--- src/rtl/accel_pkg.sv ---
// accel_pkg -- shared constants for the accelerometer command responder.
//
// Holds the UART command bytes, the axis codes driven on `dimension`,
// the responder FSM state encoding and the response frame length.
//
// Build option: ACCEL_RESP_CKSUM_EN -- when defined, the frame carries a
// fourth checksum byte, so FRAME_LEN becomes 4 instead of 3.

package accel_pkg;

    localparam logic [7:0] CMD_X = 8'h78;   // 'x'
    localparam logic [7:0] CMD_Y = 8'h79;   // 'y'
    localparam logic [7:0] CMD_Z = 8'h7A;   // 'z'

    localparam logic [2:0] DIM_X = 3'd0;
    localparam logic [2:0] DIM_Y = 3'd1;
    localparam logic [2:0] DIM_Z = 3'd2;

`ifdef ACCEL_RESP_CKSUM_EN
    localparam int FRAME_LEN = 4;
`else
    localparam int FRAME_LEN = 3;
`endif

    localparam logic [1:0] LAST_IDX = 2'(FRAME_LEN - 1);

    typedef enum logic [2:0] {
        IDLE      = 3'd0,
        SETTLE    = 3'd1,
        LOAD      = 3'd2,
        SEND      = 3'd3,
        WAIT_ACK  = 3'd4,
        WAIT_DONE = 3'd5
    } respState_t;

    function automatic logic isCmd(input logic [7:0] b);
        return (b == CMD_X) || (b == CMD_Y) || (b == CMD_Z);
    endfunction

    function automatic logic [2:0] cmdToDim(input logic [7:0] b);
        case (b)
            CMD_Y:   return DIM_Y;
            CMD_Z:   return DIM_Z;
            default: return DIM_X;
        endcase
    endfunction

endpackage

--- src/rtl/resp_byte_mux.sv ---
// resp_byte_mux -- combinational selector for the response frame byte.
//
// Ports:
//   byteIdx   in  2   position within the frame
//   sample    in  16  latched accelerometer sample
//   frameByte out 8   byte to transmit at byteIdx
//
// Frame: 0 = HEADER_BYTE, 1 = sample low byte, 2 = sample high byte.
// Build option: ACCEL_RESP_CKSUM_EN adds 3 = HEADER_BYTE ^ low ^ high.

module resp_byte_mux
    import accel_pkg::*;
#(
    parameter logic [7:0] HEADER_BYTE = 8'h00
) (
    input  logic [1:0]  byteIdx,
    input  logic [15:0] sample,
    output logic [7:0]  frameByte
);

    always_comb begin
        frameByte = HEADER_BYTE;
        case (byteIdx)
            2'd1:    frameByte = sample[7:0];
            2'd2:    frameByte = sample[15:8];
`ifdef ACCEL_RESP_CKSUM_EN
            2'd3:    frameByte = HEADER_BYTE ^ sample[7:0] ^ sample[15:8];
`endif
            default: frameByte = HEADER_BYTE;
        endcase
    end

endmodule

--- src/rtl/accel_cmd_responder.sv ---
// accel_cmd_responder -- answers single-byte UART axis commands with a
// framed accelerometer sample.
//
// A command byte 'x'/'y'/'z' selects the axis, waits SETTLE_CYCLES for the
// SPI readback to follow the new axis, latches the sample, then sends the
// frame byte by byte through the UART transmitter handshake.
//
// Ports:
//   CLK_50         in  1   system clock (50 MHz)
//   RST            in  1   asynchronous active-high reset
//   RxD_data_ready in  1   receiver strobe, RxD_data valid
//   RxD_data       in  8   received command byte
//   data           in  16  sample for the selected axis
//   TxD_busy       in  1   transmitter busy
//   dimension      out 3   axis select (0=x, 1=y, 2=z)
//   TxD_start      out 1   one-cycle transmit start
//   TxD_data       out 8   byte being transmitted
//   resp_busy      out 1   responder not idle
//   cmd_drop       out 1   command arrived while busy and was discarded
//
// Build option: ACCEL_RESP_CKSUM_EN appends a checksum byte (4-byte frame).

module accel_cmd_responder
    import accel_pkg::*;
#(
    parameter int unsigned SETTLE_CYCLES = 50000,
    parameter logic [7:0]  HEADER_BYTE   = 8'h00
) (
    input  logic        CLK_50,
    input  logic        RST,
    input  logic        RxD_data_ready,
    input  logic [7:0]  RxD_data,
    input  logic [15:0] data,
    input  logic        TxD_busy,
    output logic [2:0]  dimension,
    output logic        TxD_start,
    output logic [7:0]  TxD_data,
    output logic        resp_busy,
    output logic        cmd_drop
);

    // 0 and 1 both collapse to a single SETTLE cycle.
    localparam logic [31:0] SETTLE_LAST = (SETTLE_CYCLES <= 1) ? 32'd0 : 32'(SETTLE_CYCLES - 1);

    respState_t  state, nextState;
    logic [31:0] settleCnt;
    logic [15:0] sample;
    logic [1:0]  byteIdx;
    logic [7:0]  frameByte;
    logic        validCmd;
    logic        inFrame;

    assign validCmd = RxD_data_ready && isCmd(RxD_data);

    resp_byte_mux #(
        .HEADER_BYTE (HEADER_BYTE)
    ) uByteMux (
        .byteIdx   (byteIdx),
        .sample    (sample),
        .frameByte (frameByte)
    );

    always_ff @(posedge CLK_50 or posedge RST) begin
        if (RST) state <= IDLE;
        else     state <= nextState;
    end

    always_comb begin
        nextState = state;
        TxD_start = 1'b0;
        case (state)
            IDLE:      if (validCmd) nextState = SETTLE;
            SETTLE:    if (settleCnt >= SETTLE_LAST) nextState = LOAD;
            LOAD:      nextState = SEND;
            SEND: begin
                if (!TxD_busy) begin
                    TxD_start = 1'b1;
                    nextState = WAIT_ACK;
                end
            end
            WAIT_ACK:  if (TxD_busy) nextState = WAIT_DONE;
            WAIT_DONE: if (!TxD_busy) nextState = (byteIdx == LAST_IDX) ? IDLE : SEND;
            default:   nextState = IDLE;
        endcase
    end

    always_ff @(posedge CLK_50 or posedge RST) begin
        if (RST) begin
            dimension <= DIM_X;
            settleCnt <= '0;
            byteIdx   <= '0;
        end else begin
            case (state)
                IDLE: begin
                    if (validCmd) begin
                        dimension <= cmdToDim(RxD_data);
                        settleCnt <= '0;
                    end
                end
                SETTLE:    settleCnt <= settleCnt + 32'd1;
                LOAD:      byteIdx <= '0;
                WAIT_DONE: if (!TxD_busy) byteIdx <= byteIdx + 2'd1;
                default: ;
            endcase
        end
    end

    // Sample is captured only in LOAD, so every byte of a frame comes from
    // the same reading even if `data` moves during transmission.
    always_ff @(posedge CLK_50) begin
        if (state == LOAD) sample <= data;
    end

    // TxD_data is forced to zero outside the send states so reset and idle
    // present a clean bus regardless of the (unreset) sample register.
    assign inFrame   = (state == SEND) || (state == WAIT_ACK) || (state == WAIT_DONE);
    assign TxD_data  = inFrame ? frameByte : 8'h00;
    assign resp_busy = (state != IDLE);
    assign cmd_drop  = validCmd && (state != IDLE);

endmodule

--- config.mk ---
export PLATFORM = sky130hd
export DESIGN_NAME = accel_cmd_responder
export DESIGN_NICKNAME = d
export VERILOG_FILES = /design/src/rtl/accel_pkg.sv /design/src/rtl/resp_byte_mux.sv /design/src/rtl/accel_cmd_responder.sv
export SDC_FILE = /design/constraint.sdc
export NUM_CORES = 1
export LEC_CHECK = 0
export CAP_MARGIN = 10
export CORE_MARGIN = 5
export CORE_UTILIZATION = 30
export DETAILED_ROUTE_END_ITERATION = 6
export REMOVE_ABC_BUFFERS = 1
export SLEW_MARGIN = 20
export SYNTH_ARGS = -nofsm -noshare
export SYNTH_HDL_FRONTEND = slang
export SYNTH_SLANG_ARGS = --single-unit
--- constraint.sdc ---
create_clock -name CLK_50 -period 2.12 [get_ports CLK_50]
set_input_delay 0.636 -clock CLK_50 [delete_from_list [all_inputs] [get_ports CLK_50]]
set_output_delay 0.636 -clock CLK_50 [all_outputs]
set_load 0.005 [all_outputs]
Yosys cells after proc, flatten, opt, wreduce, memory -nomap -nowiden
Cells that the tools add are included.

Flip-flop bits (word level): 56. Output and inout port bits: 14. Word-level logic and storage cells: 53.

$add $sub $neg: 2. Magnitude comparators: 1. Eq/ne operators: 15. Mux-type cells: 16. Reduce and logical (&&, ||, !) cells: 14.

Operators with widths (count): $pmux W32 S2 (1); $add A32 B1 Y32 const B (1); $ge A32 B16 Y1 const B (1); $mux W32 (1); $eq A8 B7 Y1 const B (3); $pmux W3 S6 (1); $pmux W8 S2 (1); $mux W3 (5); $ne A2 B2 Y1 const B (5); $mux W8 (1); $pmux W2 S2 (2); $eq A3 B2 Y1 const B (2); $eq A3 B3 Y1 const B (2); $reduce_and A2 Y1 (3); $reduce_and A5 Y1 (1); $logic_or A1 B1 Y1 (4); $mux W2 (2); $reduce_bool A2 Y1 (2); $eq A3 B1 Y1 const B (1); $logic_not A3 Y1 (1); $reduce_bool A3 Y1 (1); $add A2 B1 Y2 const B (1); $eq A2 B1 Y1 const B (1); $eq A2 B2 Y1 const B (1); 2 further kinds (4).

Logic depth before layout (Yosys ltp)
Word-level depth: 6. Depth in mapped cells: 8. Depth with buffers taken out: 6.

By module
From an unflattened synthesis, not the netlist that was laid out.

Cell total of the unflattened synthesis: 287. Area total of the unflattened synthesis: 2895.3 um^2.

Modules (own cells, without submodules): accel_cmd_responder (times used 1, cells an instance 264, area an instance 2706.3 um^2); resp_byte_mux (times used 1, cells an instance 23, area an instance 188.9 um^2).

Least setup slack after synthesis
Ideal clock, no wire load.

Path type: in2reg. From: input port RxD_data_ready. To: register settleCnt[31]. Library setup time: 0.134 ns. Arrival: 1.936 ns. Required time: 1.986 ns. Slack: 0.050 ns. Stages on the path: 6. Path buffers: 1. Path through: a21boi_0 nor4b_2 o211ai_4 buf_6 o41ai_1 a21oi_1.

Longest elaborated chain between the ends: 3.

RTL lines: start, declared (RTL line accel_cmd_responder.sv:31) `input logic RxD_data_ready,`; $logic_and A1 B1 Y1 (RTL line accel_cmd_responder.sv:53) `assign validCmd = RxD_data_ready && isCmd(RxD_data);`; $ne A2 B2 Y1 (no source line); $reduce_and A2 Y1 (no source line); end signal, assigned (RTL line accel_cmd_responder.sv:100) `SETTLE: settleCnt <= settleCnt + 32'd1;`; end, declared (RTL line accel_cmd_responder.sv:46) `logic [31:0] settleCnt;`.

No other way between the ends. A chain may end at the register's enable or synchronous reset.

Final worst setup path
From: register byteIdx[1]. To: output port TxD_data[3].

Longest elaborated chain between the ends: 3.

RTL lines: start, declared (RTL line accel_cmd_responder.sv:48) `logic [1:0] byteIdx;`; start signal, assigned (RTL line accel_cmd_responder.sv:102) `WAIT_DONE: if (!TxD_busy) byteIdx <= byteIdx + 2'd1;`; $eq A2 B2 Y1 / $eq A2 B1 Y1 (equally long branches) (RTL line resp_byte_mux.sv:23) `case (byteIdx)`; $pmux W8 S2 * (RTL line resp_byte_mux.sv:23); $mux W8 * (RTL line accel_cmd_responder.sv:117) `assign TxD_data = inFrame ? frameByte : 8'h00;`; end, declared (RTL line accel_cmd_responder.sv:37) `output logic [7:0] TxD_data,`.

Every way passes the cells marked *; elsewhere a longest branch is shown, timed or not.

==> reports/qor.yml <==
setup_path:
  criticalPathCategory: "reg -> out"
  crit_path_end: "TxD_data[3]"
  start_kind: "flop"
  r2r-end: "settleCnt[31]"
  cp.depth: 5
  r2r-start: "settleCnt[5]"
  path_max_fanout: 8
  path_buf_inv: 2
  cp.arrival_ps: 1530
  critPathTopFamily: "flip-flops"
  endpoint_kind: "output port"
  cp_cell_sequence: "ha_4 > o21bai_4 > buf_6 > nor2_2 > buf_2"
  required_ps: 1480
  r2r_slack_ps: 40
  rr_worst_depth: 5
  max_stage_delay_ps: 430
  crit_path_top_delay_cell: "dfrtp_1"
  crit_start: "byteIdx[1]"
synth:
  synth-edff-count: 16
  async_flop_share_pct: 70.9
  synth-main-ff-cell: "dfrtp_1"
  synthCells: 282
  netlist_area_um2: 2850
  yosysWarnings: 0
  ys_ff_latch: 55
  synth_seq_area_share_pct: 51.1
  syn_area_per_cell_um2: 10.1
  synth_cell_types: 51
finish:
  fill_cells: 893
  finalNetCount: 406
  final_cell_mix: "buf_4, dfrtp_1, nor2_1, clkdlybuf4s50_1, nand2_1"
  multi_input_comb_area_um2: 1460
  final_util_pct: 43.5
  seqCellArea_um2: 1460
  area_delta_synth_final_pct: 40.8
  final_common_cell: "buf_4"
  n_antenna_cell: 0
  final_area_um2: 4020
  layout-drive-gt1-share_pct: 31.9
sta:
  hold_viol: 0
  skew_ps: 16.2
  finalMaxSlewViolations: 0
  period_share_pct: 102
  timing.final.ws_setup_ps: -45.9
  finalSetupViolations: 1
  period_needed_ps: 2170
  max-slew-margin-rel_pct: 64.9
  max_freq_mhz: 462
  rsz0062_at_grt: "true"
  tightest_slew_ps: 527
routing:
  drt_wl_total_um: 6810
  dr.pass1.iters: 4
  vias_per_cell: 4.84
  routed-via-count: 2443
  final_antenna_net_count: 0
  wl_per_cell_um: 13.5
  drc: 0
  first_iter_violations: 126
outcome:
  status: "complete, but fails checks"
  violations: "setup timing"
global_route:
  gr-total-overflow: 0
  antenna_found_initial: 0
  grt_max_degree: 40
  grt_first_pass_wirelength_um: 11600
  grt_pass1_vias: 2476
  grt_util_all_layers_pct: 12.2
place:
  dpl_cell_area_um2: 3670
  place_ws_ps: -583
  io_buffers: 40
  dp_hpwl_um: 4620
  gp_congestion: 0.791
power:
  switching_share_pct: 35.8
  leakagePower_nw: 1.57
  p_clk_share_pct: 18.5
  irDropWorstVdd_v: 0.000515
  p_switching_mw: 1.20
  total_power_mw: 3.35
  power.density_nw_per_um2: 834
  internal_power_mw: 2.15
  seqPwrFrac_pct: 47.4
  p_comb_share_pct: 34.1
clock_network:
  cts-buffers-inserted: 5
  cts_root_buf: "clkbuf_8"
  clock_sinks: 55
  clock_latency_ps: 310
  htreeDepth: 2
  max-clock-path-buffers: 2
  holdBufCountCts: 0
  clkSlewWorstSetupHoldPaths_ps: 110
  cts_tree: "yes"
die:
  die_x_um: 108
  ios: 42
  die_h_um: 108
  core_area_um2: 9240
  placement_rows: 35
  die_area_um2: 11600
  initial_utilization_pct: 30.9
worst_hold_path:
  hp-class: "reg -> reg"
  min_from: "dimension[0]"
run:
  cap_violations: 0
## per-stage QoR
stage	setup TNS, ps	hold slack (ps)	std cells
floorplan	-33960	463	269
finish	-45.9	502	505
global placement	-14800	457	480
global route	-747	517	505
CTS	-65.8	498	505
detailed placement	-14780	474	480
## flip-flops by register name, indices dropped and copies added, names as in the netlist
name       flops
byteIdx        2
sample        16
dimension      2
settleCnt     32
state          3
## cell usage after synthesis (2+ instances only)
cell type  instances  area share, %
a21oi_1            9            1.6
a22oi_1            8            2.1
a311oi_1           3           0.92
and3_1             2           0.44
and3_2             2           0.53
and4_1             3           0.92
buf_1              2           0.26
buf_2              5           0.88
clkbuf_1           4           0.53
dfrtp_1           39             34
edfxtp_1          16             17
ha_1               3            1.3
inv_1             13            1.7
mux2i_1            2           0.70
nand2_1           19            2.5
nand2b_1           4           0.88
nand3_1           11            1.9
nand4_1           10            2.2
nand4b_1           2           0.61
nor2_1            42            5.5
nor2b_1            2           0.44
nor3_1             6            1.1
nor3b_1            2           0.53
nor4_1             6            1.3
o2111ai_1          3           0.92
o211ai_1           3           0.79
o21ai_0           10            1.8
o41ai_1            3           0.92
or3_1              3           0.66
or3_2              2           0.53
or4_1              2           0.53
or4b_1             2           0.70
xnor2_1            7            2.1
xor2_1            15            4.6
## cell families (layout without fill, tap and decap cells)
logic type	Yosys count	after routing	synth area share, %
buf+inv	27	120	4.17
xor+xnor	22	22	6.75
fa+ha+maj	3	3	1.32
mux	2	2	0.702
simple gates	126	126	24.5
compound gates	46	47	11.4
other cells	1	1	0.131
flops	55	55	51.1
## worst min-delay path: stages (launching register included)
cell     delay, ps
dfrtp_1        360
nand2_1         50
nand2_1         60
## how the worst min path moves through the flow
stage / depth (start not counted) / to / slack, ps
5_1_grt: 2 / dimension[0] / 520
2_1_floorplan: 2 / dimension[0] / 460
6_report: 2 / dimension[0] / 500
4_1_cts: 2 / dimension[0] / 500
3_5_place_dp: 2 / dimension[0] / 470
3_3_place_gp: 2 / dimension[0] / 460
## metal layers
metal / global-route usage [%] / part of all wire [%] / up-vias
li1: - / - / 1213
met1: 16.2 / 47 / 1188
met2: 20.5 / 49 / 40
met3: 2.82 / 3.6 / 2
met4: 1.89 / 0.40 / 0
met5: 0 / 0 / -
## power groups by stage
| stage | sequential [mW] | combinational, mW | clock (mW) |
|---|---|---|---|
| floorplan | 1.60 | 0.562 | 0 |
| global placement | 1.59 | 1.03 | 0 |
| detailed placement | 1.60 | 1.04 | 0 |
| CTS | 1.58 | 1.13 | 0.645 |
| global route | 1.62 | 1.27 | 0.683 |
| finish | 1.59 | 1.14 | 0.618 |
## cell type report
cell class	instances	share of cell area (%)
Clock buffer	5	1.71
Inverter	14	1.31
Tap cell	129	4.02
Multi-Input combinational cell	201	36.4
Clock inverter	3	0.685
Timing Repair Buffer	98	19.6
Sequential cell	55	36.3
## timing repair
action,CTS,global route
setup endpoints to repair,30,21
pin swaps,20,9
gates resized for setup,78,24
cloned,1,0
setup buffers,18,0
Note: power is estimated with default switching activity, not from simulation.
